==> src/rtl/regs_pkg.sv <==
// Shared constants and scan FSM encoding for the register file readout path.
package regs_pkg;

  localparam int ADDR_W_DEF = 5;
  localparam int DATA_W_DEF = 32;
  localparam int REG_ZERO   = 0;

  typedef enum logic [1:0] {
    ST_IDLE = 2'd0,
    ST_READ = 2'd1,
    ST_HOLD = 2'd2,
    ST_DONE = 2'd3
  } scan_state_e;

endpackage

==> src/rtl/regfile_scan_reader_if.sv <==
// Output stream of the scan reader: {addr,data,dirty} under a valid/ready handshake.
interface regfile_scan_reader_if #(
  parameter int ADDR_W = regs_pkg::ADDR_W_DEF,
  parameter int DATA_W = regs_pkg::DATA_W_DEF
);

  logic              valid;
  logic              ready;
  logic [ADDR_W-1:0] addr;
  logic [DATA_W-1:0] data;
  logic              dirty;

  modport master (output valid, addr, data, dirty, input ready);
  modport slave  (input valid, addr, data, dirty, output ready);

endinterface

==> src/rtl/stream_out_reg.sv <==
// Holding register for one emitted word; tracks whether the file overwrote it
// between capture and acceptance.
module stream_out_reg
  import regs_pkg::*;
#(
  parameter int ADDR_W = ADDR_W_DEF,
  parameter int DATA_W = DATA_W_DEF
) (
  input  logic                  clk,
  input  logic                  rst,
  input  logic                  cap_i,
  input  logic [ADDR_W-1:0]     cap_addr_i,
  input  logic [DATA_W-1:0]     cap_data_i,
  input  logic                  abort_i,
  input  logic                  mon_we_i,
  input  logic [ADDR_W-1:0]     mon_waddr_i,
  regfile_scan_reader_if.master out_if
);

  logic              valid_q, valid_d;
  logic              dirty_q, dirty_d;
  logic [ADDR_W-1:0] addr_q, addr_d;
  logic [DATA_W-1:0] data_q, data_d;
  logic              stale_hit;

  // R0 is hardwired, so a write there can never make the word stale.
  assign stale_hit = mon_we_i && (mon_waddr_i == addr_q) && (addr_q != ADDR_W'(REG_ZERO));

  always_comb begin
    valid_d = valid_q;
    dirty_d = dirty_q;
    addr_d  = addr_q;
    data_d  = data_q;
    if (abort_i) begin
      valid_d = 1'b0;
      dirty_d = 1'b0;
    end else if (cap_i) begin
      valid_d = 1'b1;
      dirty_d = 1'b0;
      addr_d  = cap_addr_i;
      data_d  = cap_data_i;
    end else if (valid_q) begin
      if (out_if.ready) valid_d = 1'b0;
      if (stale_hit) dirty_d = 1'b1;
    end
  end

  always_ff @(posedge clk or posedge rst) begin
    if (rst) begin
      valid_q <= 1'b0;
      dirty_q <= 1'b0;
      addr_q  <= '0;
      data_q  <= '0;
    end else begin
      valid_q <= valid_d;
      dirty_q <= dirty_d;
      addr_q  <= addr_d;
      data_q  <= data_d;
    end
  end

  assign out_if.valid = valid_q;
  assign out_if.dirty = dirty_q;
  assign out_if.addr  = addr_q;
  assign out_if.data  = data_q;

endmodule

==> src/rtl/regfile_scan_reader.sv <==
// Walks the register file read port FIRST_ADDR..LAST_ADDR and streams each word
// out for debug dumps while the datapath keeps running.
//   state | meaning
//   IDLE  | waiting for start, read port parked on FIRST_ADDR
//   READ  | read port on addr_q, word captured at the edge
//   HOLD  | word presented, waiting for the consumer
//   DONE  | one-cycle completion pulse
module regfile_scan_reader
  import regs_pkg::*;
#(
  parameter int ADDR_W     = ADDR_W_DEF,
  parameter int DATA_W     = DATA_W_DEF,
  parameter int FIRST_ADDR = 0,
  parameter int LAST_ADDR  = 31
) (
  input  logic                  clk,
  input  logic                  rst,
  input  logic                  start_i,
  input  logic                  abort_i,
  input  logic                  skip_zero_i,
  output logic [ADDR_W-1:0]     rd_addr_o,
  input  logic [DATA_W-1:0]     rd_data_i,
  input  logic                  mon_we_i,
  input  logic [ADDR_W-1:0]     mon_waddr_i,
  regfile_scan_reader_if.master out_if,
  output logic                  busy_o,
  output logic                  done_o
);

  localparam logic [ADDR_W-1:0] FIRST_A    = ADDR_W'(FIRST_ADDR);
  localparam logic [ADDR_W-1:0] LAST_A     = ADDR_W'(LAST_ADDR);
  localparam logic [ADDR_W-1:0] SKIP_A     = (FIRST_ADDR == 0) ? ADDR_W'(1) : FIRST_A;
  localparam bit                EMPTY_SKIP = (FIRST_ADDR == 0) && (LAST_ADDR == 0);

  scan_state_e       state_q;
  logic [ADDR_W-1:0] addr_q;
  logic              busy_q;
  logic              done_q;
  logic              handshake;

  assign handshake = out_if.valid && out_if.ready;

  always_ff @(posedge clk or posedge rst) begin
    if (rst) begin
      state_q <= ST_IDLE;
      addr_q  <= FIRST_A;
      busy_q  <= 1'b0;
      done_q  <= 1'b0;
    end else if (abort_i) begin
      state_q <= ST_IDLE;
      addr_q  <= FIRST_A;
      busy_q  <= 1'b0;
      done_q  <= 1'b0;
    end else begin
      case (state_q)
        ST_IDLE: begin
          done_q <= 1'b0;
          if (start_i) begin
            // Skipping R0 on a scan that only covers R0 leaves nothing to emit.
            if (skip_zero_i && EMPTY_SKIP) begin
              state_q <= ST_DONE;
              done_q  <= 1'b1;
            end else begin
              addr_q  <= skip_zero_i ? SKIP_A : FIRST_A;
              state_q <= ST_READ;
              busy_q  <= 1'b1;
            end
          end
        end
        ST_READ: state_q <= ST_HOLD;
        ST_HOLD: begin
          if (handshake) begin
            if (addr_q == LAST_A) begin
              state_q <= ST_DONE;
              busy_q  <= 1'b0;
              done_q  <= 1'b1;
            end else begin
              addr_q  <= addr_q + 1'b1;
              state_q <= ST_READ;
            end
          end
        end
        ST_DONE: begin
          state_q <= ST_IDLE;
          addr_q  <= FIRST_A;
          done_q  <= 1'b0;
        end
        default: state_q <= ST_IDLE;
      endcase
    end
  end

  assign rd_addr_o = (state_q == ST_READ || state_q == ST_HOLD) ? addr_q : FIRST_A;
  assign busy_o    = busy_q;
  assign done_o    = done_q;

  stream_out_reg #(
    .ADDR_W(ADDR_W),
    .DATA_W(DATA_W)
  ) u_stream_out_reg (
    .clk        (clk),
    .rst        (rst),
    .cap_i      (state_q == ST_READ),
    .cap_addr_i (addr_q),
    .cap_data_i (rd_data_i),
    .abort_i    (abort_i),
    .mon_we_i   (mon_we_i),
    .mon_waddr_i(mon_waddr_i),
    .out_if     (out_if)
  );

endmodule
==> src/flat_wrapper.sv <==
// flat-port wrapper written by rule: the top's interface ports become plain ports
module regfile_scan_reader_flat import regs_pkg::*;
#(
  parameter int ADDR_W     = ADDR_W_DEF,
  parameter int DATA_W     = DATA_W_DEF,
  parameter int FIRST_ADDR = 0,
  parameter int LAST_ADDR  = 31
)
  (clk, rst, start_i, abort_i, skip_zero_i, rd_addr_o, rd_data_i, mon_we_i, mon_waddr_i, busy_o, done_o, out_if_valid, out_if_addr, out_if_data, out_if_dirty, out_if_ready);
  regfile_scan_reader_if #(.ADDR_W(ADDR_W), .DATA_W(DATA_W)) out_if_i ();
  input  logic clk;
  input  logic rst;
  input  logic start_i;
  input  logic abort_i;
  input  logic skip_zero_i;
  output logic [ADDR_W-1:0] rd_addr_o;
  input  logic [DATA_W-1:0] rd_data_i;
  input  logic mon_we_i;
  input  logic [ADDR_W-1:0] mon_waddr_i;
  output logic busy_o;
  output logic done_o;
  output wire logic [$bits(out_if_i.valid)-1:0] out_if_valid;
  output wire logic [$bits(out_if_i.addr)-1:0] out_if_addr;
  output wire logic [$bits(out_if_i.data)-1:0] out_if_data;
  output wire logic [$bits(out_if_i.dirty)-1:0] out_if_dirty;
  input wire logic [$bits(out_if_i.ready)-1:0] out_if_ready;
  assign out_if_valid = out_if_i.valid;
  assign out_if_addr = out_if_i.addr;
  assign out_if_data = out_if_i.data;
  assign out_if_dirty = out_if_i.dirty;
  assign out_if_i.ready = out_if_ready;
  regfile_scan_reader #(.ADDR_W(ADDR_W), .DATA_W(DATA_W), .FIRST_ADDR(FIRST_ADDR), .LAST_ADDR(LAST_ADDR)) u_core (.clk(clk), .rst(rst), .start_i(start_i), .abort_i(abort_i), .skip_zero_i(skip_zero_i), .rd_addr_o(rd_addr_o), .rd_data_i(rd_data_i), .mon_we_i(mon_we_i), .mon_waddr_i(mon_waddr_i), .out_if(out_if_i), .busy_o(busy_o), .done_o(done_o));
endmodule
==> config.mk <==
export PLATFORM = sky130hd
export DESIGN_NAME = regfile_scan_reader_flat
export DESIGN_NICKNAME = d
export VERILOG_FILES = /design/src/rtl/regs_pkg.sv /design/src/rtl/regfile_scan_reader_if.sv /design/src/rtl/stream_out_reg.sv /design/src/rtl/regfile_scan_reader.sv /design/src/flat_wrapper.sv
export SDC_FILE = /design/constraint.sdc
export NUM_CORES = 1
export LEC_CHECK = 0
export BUFFER_PORTS_ARGS = -buffer_cell sky130_fd_sc_hd__buf_2
export CAP_MARGIN = 20
export CORE_ASPECT_RATIO = 0.8
export CORE_MARGIN = 2
export CORE_UTILIZATION = 45
export DETAILED_ROUTE_END_ITERATION = 6
export GPL_ROUTABILITY_DRIVEN = 0
export PLACE_DENSITY = 0.79
export SLEW_MARGIN = 20
export SYNTH_ARGS = -nofsm -noshare
export SYNTH_HDL_FRONTEND = slang
export SYNTH_HIERARCHICAL = 1
export SYNTH_SLANG_ARGS = --single-unit
export TNS_END_PERCENT = 30
==> constraint.sdc <==
create_clock -name clk -period 3.28 [get_ports clk]
set_input_delay 0.492 -clock clk [delete_from_list [all_inputs] [get_ports clk]]
set_output_delay 0.492 -clock clk [all_outputs]
set_load 0.01 [all_outputs]
==> results_tabular.tex <==
\begin{tabular}{lr}
\hline
Metric & Value \\
\hline
\multicolumn{2}{l}{\textbf{Clock network}} \\
\quad Total setup buffers inserted after CTS & 0 \\
\quad Post-cts repair resize count & 0 \\
\quad Library cell used as clock root buffer & sky130\_fd\_sc\_hd\_\_clkbuf\_8 \\
\quad TritonCTS clock tree & built \\
\quad CTS Hold Buffers Added & 0 \\
\quad Total number of clock tree sinks & 48 \\
\quad H-Tree Depth & 2 \\
\quad Inserted Clock Buffers & 5 \\
\quad Skew-Pair Late Insertion Delay & around 0.30 ns \\
\quad Max Buffers Root-to-Sink & 2 \\
\quad Clock-pin slew on the worst setup and hold paths & around 0.090 ns \\
\multicolumn{2}{l}{\textbf{Setup path}} \\
\quad CP max-delay cell & sky130\_fd\_sc\_hd\_\_nor2b\_4 \\
\quad Critical Path Start Type & register \\
\quad WS Path Type & reg -> reg \\
\quad Critical Path, Cell by Cell & inv\_1, ha\_1, nor2b\_4, buf\_4, mux2\_2 \\
\quad Largest stage delay on the critical path & 0.51 ns \\
\quad Kind of end point of the critical path & register \\
\quad Critical-path maximum fanout & 16 \\
\quad Worst path arrival time & between 2 and 2.5 ns \\
\quad Endpoint required time on the critical path & 3.46 ns \\
\multicolumn{2}{l}{\textbf{Hold path}} \\
\quad Class of the tightest hold or removal check & in -> async \\
\multicolumn{2}{l}{\textbf{Die}} \\
\quad DIE HEIGHT & just under 70 um \\
\quad Count of standard-cell rows & 23 \\
\quad Placeable core region & between 5000 and 6000 um\^{}2 \\
\quad Chip Width & between 80 and 90 um \\
\quad Effective utilization at floorplan & 47.0\% \\
\quad Number of I/O pins & 90 \\
\quad Area enclosed by the die boundary & 5860 um\^{}2 \\
\multicolumn{2}{l}{\textbf{Route}} \\
\quad Number of optimization iterations in the first detailed-route pass & 4 \\
\quad Routed wirelength normalized by instance count & around 16 um \\
\quad Post-detailed-routing wire length & 5120 um \\
\quad Number of DRC violations after detailed routing & 0 \\
\quad Initial detailed-routing violation count & 60 \\
\quad Via count & around 1700 \\
\quad Number of nets with antenna violations after detailed routing & 0 \\
\quad Vias per inst & $\sim$5.2 \\
\multicolumn{2}{l}{\textbf{Outcome}} \\
\quad Result of the run & finished clean \\
\multicolumn{2}{l}{\textbf{Layout}} \\
\quad Diode count & 0 \\
\quad Post-synthesis to final-layout area growth & 24.9\% \\
\quad Commonest non-fill, non-tap cells in the layout & sky130\_fd\_sc\_hd\_\_buf\_2 (89), sky130\_fd\_sc\_hd\_\_dfrtp\_1 (48), sky130\_fd\_sc\_hd\_\_mux2\_4 (30) \\
\quad Most common cell after layout, fill and taps aside & sky130\_fd\_sc\_hd\_\_buf\_2 \\
\quad Ratio of cells with drive above 1 in the final layout & between 50\% and 60\% \\
\quad Final layout net count & 313 \\
\multicolumn{2}{l}{\textbf{Timing}} \\
\quad Final worst path period need & 2.08 ns \\
\quad Post-route worst hold slack & 0.170 ns \\
\quad Setup total negative slack & 0 ns \\
\quad Final-report max-slew violation count & 0 \\
\quad Worst slew pin tran & around 0.62 ns \\
\quad RSZ-0062 raised after global routing & false \\
\quad Clock Skew & 0.0109 ns \\
\quad Setup violation total in the final timing report & 0 \\
\quad Final period util & a little under two thirds \\
\quad Final count of hold timing violations & 0 \\
\quad Maximum clock rate & between 0.4 and 0.5 GHz \\
\quad Worst slew margin relative to its limit & 58.2\% \\
\multicolumn{2}{l}{\textbf{Logic synthesis}} \\
\quad Number of different library cells in the post-synthesis netlist & 34 \\
\quad Post-synthesis async set-or-reset flop share & 100\% \\
\quad Most used DFF post-synth & sky130\_fd\_sc\_hd\_\_dfrtp\_1 \\
\quad Avg Synthesized Cell Area & 14.0 um\^{}2 \\
\quad Nets in the synthesized netlist & 220 \\
\quad Number of enable flip-flop cells after synthesis & 0 \\
\quad Yosys warning total & 6 \\
\quad Flip-flop and latch count after synthesis & 48 \\
\quad Post-synthesis cell count & 169 \\
\quad Post-Syn Area & 2370 um\^{}2 \\
\quad Proportion of synthesized chip area in sequential cells & 50.8\% \\
\multicolumn{2}{l}{\textbf{Global routing}} \\
\quad Initial antenna violation count & 0 \\
\quad Wire length of the first global-routing pass & approximately 7500 um \\
\quad Overflow after GRT & 0 \\
\quad Number of global-route vias before repair & 1497 \\
\quad Total routing usage reported by global routing & between 15 and 20\% \\
\quad Pin count of the biggest net entering global routing & 40 \\
\multicolumn{2}{l}{\textbf{Place}} \\
\quad Count of port buffers added during placement & 89 \\
\quad Dpl hpwl & 3750 um \\
\multicolumn{2}{l}{\textbf{Job}} \\
\quad Count of max-cap constraint violations & 0 \\
\multicolumn{2}{l}{\textbf{Pwr}} \\
\quad Static Leak & 1.52 nW \\
\quad Peak supply drop & 0.468 mV \\
\quad Ratio of total power to cell area & 869 nW/um\^{}2 \\
\hline
\end{tabular}
==> flip-flops by register name, summed over array words and instances (netlist names) <==
| register | count |
|---|---|
| u_core/addr_q | 5 |
| u_core/done_o | 1 |
| u_core/state_q | 2 |
| u_core/u_stream_out_reg/out_if.valid | 1 |
| u_core/u_stream_out_reg/out_if.dirty | 1 |
| u_core/u_stream_out_reg/out_if.addr | 5 |
| u_core/u_stream_out_reg/out_if.data | 32 |
| u_core/busy_o | 1 |
==> synth_stat cells (4+ instances only) <==
cell	n	area, um^2
sky130_fd_sc_hd__mux2_2	7	78.8
sky130_fd_sc_hd__nand2_1	4	15.0
sky130_fd_sc_hd__xnor2_1	4	35.0
sky130_fd_sc_hd__and2_1	6	37.5
sky130_fd_sc_hd__o31ai_1	5	37.5
sky130_fd_sc_hd__mux2_4	30	450
sky130_fd_sc_hd__ha_1	7	87.6
sky130_fd_sc_hd__nor2_1	4	15.0
sky130_fd_sc_hd__nand3_1	6	30.0
sky130_fd_sc_hd__inv_1	9	33.8
sky130_fd_sc_hd__dfrtp_1	48	1200
==> per-layer routing <==
metal	wire (um)	GRT usage [%]	part of all wire, %	vias to the layer above
met1	2350	23.3	46	818
met5	0	0	0	-
met4	21	4.56	0.41	0
met3	302	4.40	5.9	2
met2	2450	26.1	48	56
li1	-	-	-	798
==> cells by family (layout without fill, tap and decap cells) <==
kind of cell / after synthesis / in the layout / synth area share, %
simple gates: 39 / 39 / 10.2
mux: 38 / 38 / 22.8
buf+inv: 15 / 109 / 5.39
flops: 48 / 48 / 50.8
compound gates: 18 / 18 / 5.71
xor+xnor: 4 / 4 / 1.48
fa+ha+maj: 7 / 7 / 3.70
==> through the flow <==
step	total power, mW	utilization (%)	setup WS, ns	cells	instance area (um^2)
floorplan	1.75	-	1.41	169	2370
global placement	2.04	56.0	1.26	317	2820
detailed placement	2.07	56.0	1.20	317	2820
CTS	2.59	58.7	1.20	325	2960
global route	2.71	58.7	1.07	325	2960
finish	2.57	58.7	1.20	325	2960
==> where the power goes <==
group | total (mW) | internal, mW | switching, mW | leakage (nW)
Sequential | 0.966 | 0.825 | 0.142 | 0.596
Clock | 0.513 | 0.307 | 0.206 | 0.0687
Combinational | 1.09 | 0.601 | 0.488 | 0.852
==> area by class of cell <==
cell class              instances  area (um^2)
fillers                       436         2080
flip-flops and latches         48         1200
multi-input cells             106         1040
repair buffers                 92          468
well taps                      62         77.6
clock buffers                   5         68.8
clock inverters                 3         68.8
inverters                       9         33.8
==> path summary, 6_finish.rpt <==
path / cells after the start / startpoint / slack [ns] / endpoint
hold / removal: 2 / rst / 0.17 / u_core/done_o
max in group asynchronous: 3 / rst / 2.64 / u_core/u_stream_out_reg/out_if.data[16]
hold reg to reg: 2 / u_core/u_stream_out_reg/out_if.dirty / 0.49 / u_core/u_stream_out_reg/out_if.dirty
min in group clk: 2 / rd_data_i[27] / 0.41 / u_core/u_stream_out_reg/out_if.data[27]
setup reg to reg: 5 / u_core/state_q[1] / 1.20 / u_core/u_stream_out_reg/out_if.data[30]
setup / recovery: 5 / u_core/state_q[1] / 1.20 / u_core/u_stream_out_reg/out_if.data[30]
==> worst max-delay path: cells and delay by family, from the launching register on <==
kind	cells	cell delay (ns)
and+or+nand+nor	1	0.51
adders and majority gates	1	0.21
buffers and inverters	2	0.47
muxes	1	0.36
DFF	1	0.41
Power figures use the tool's default switching activity.
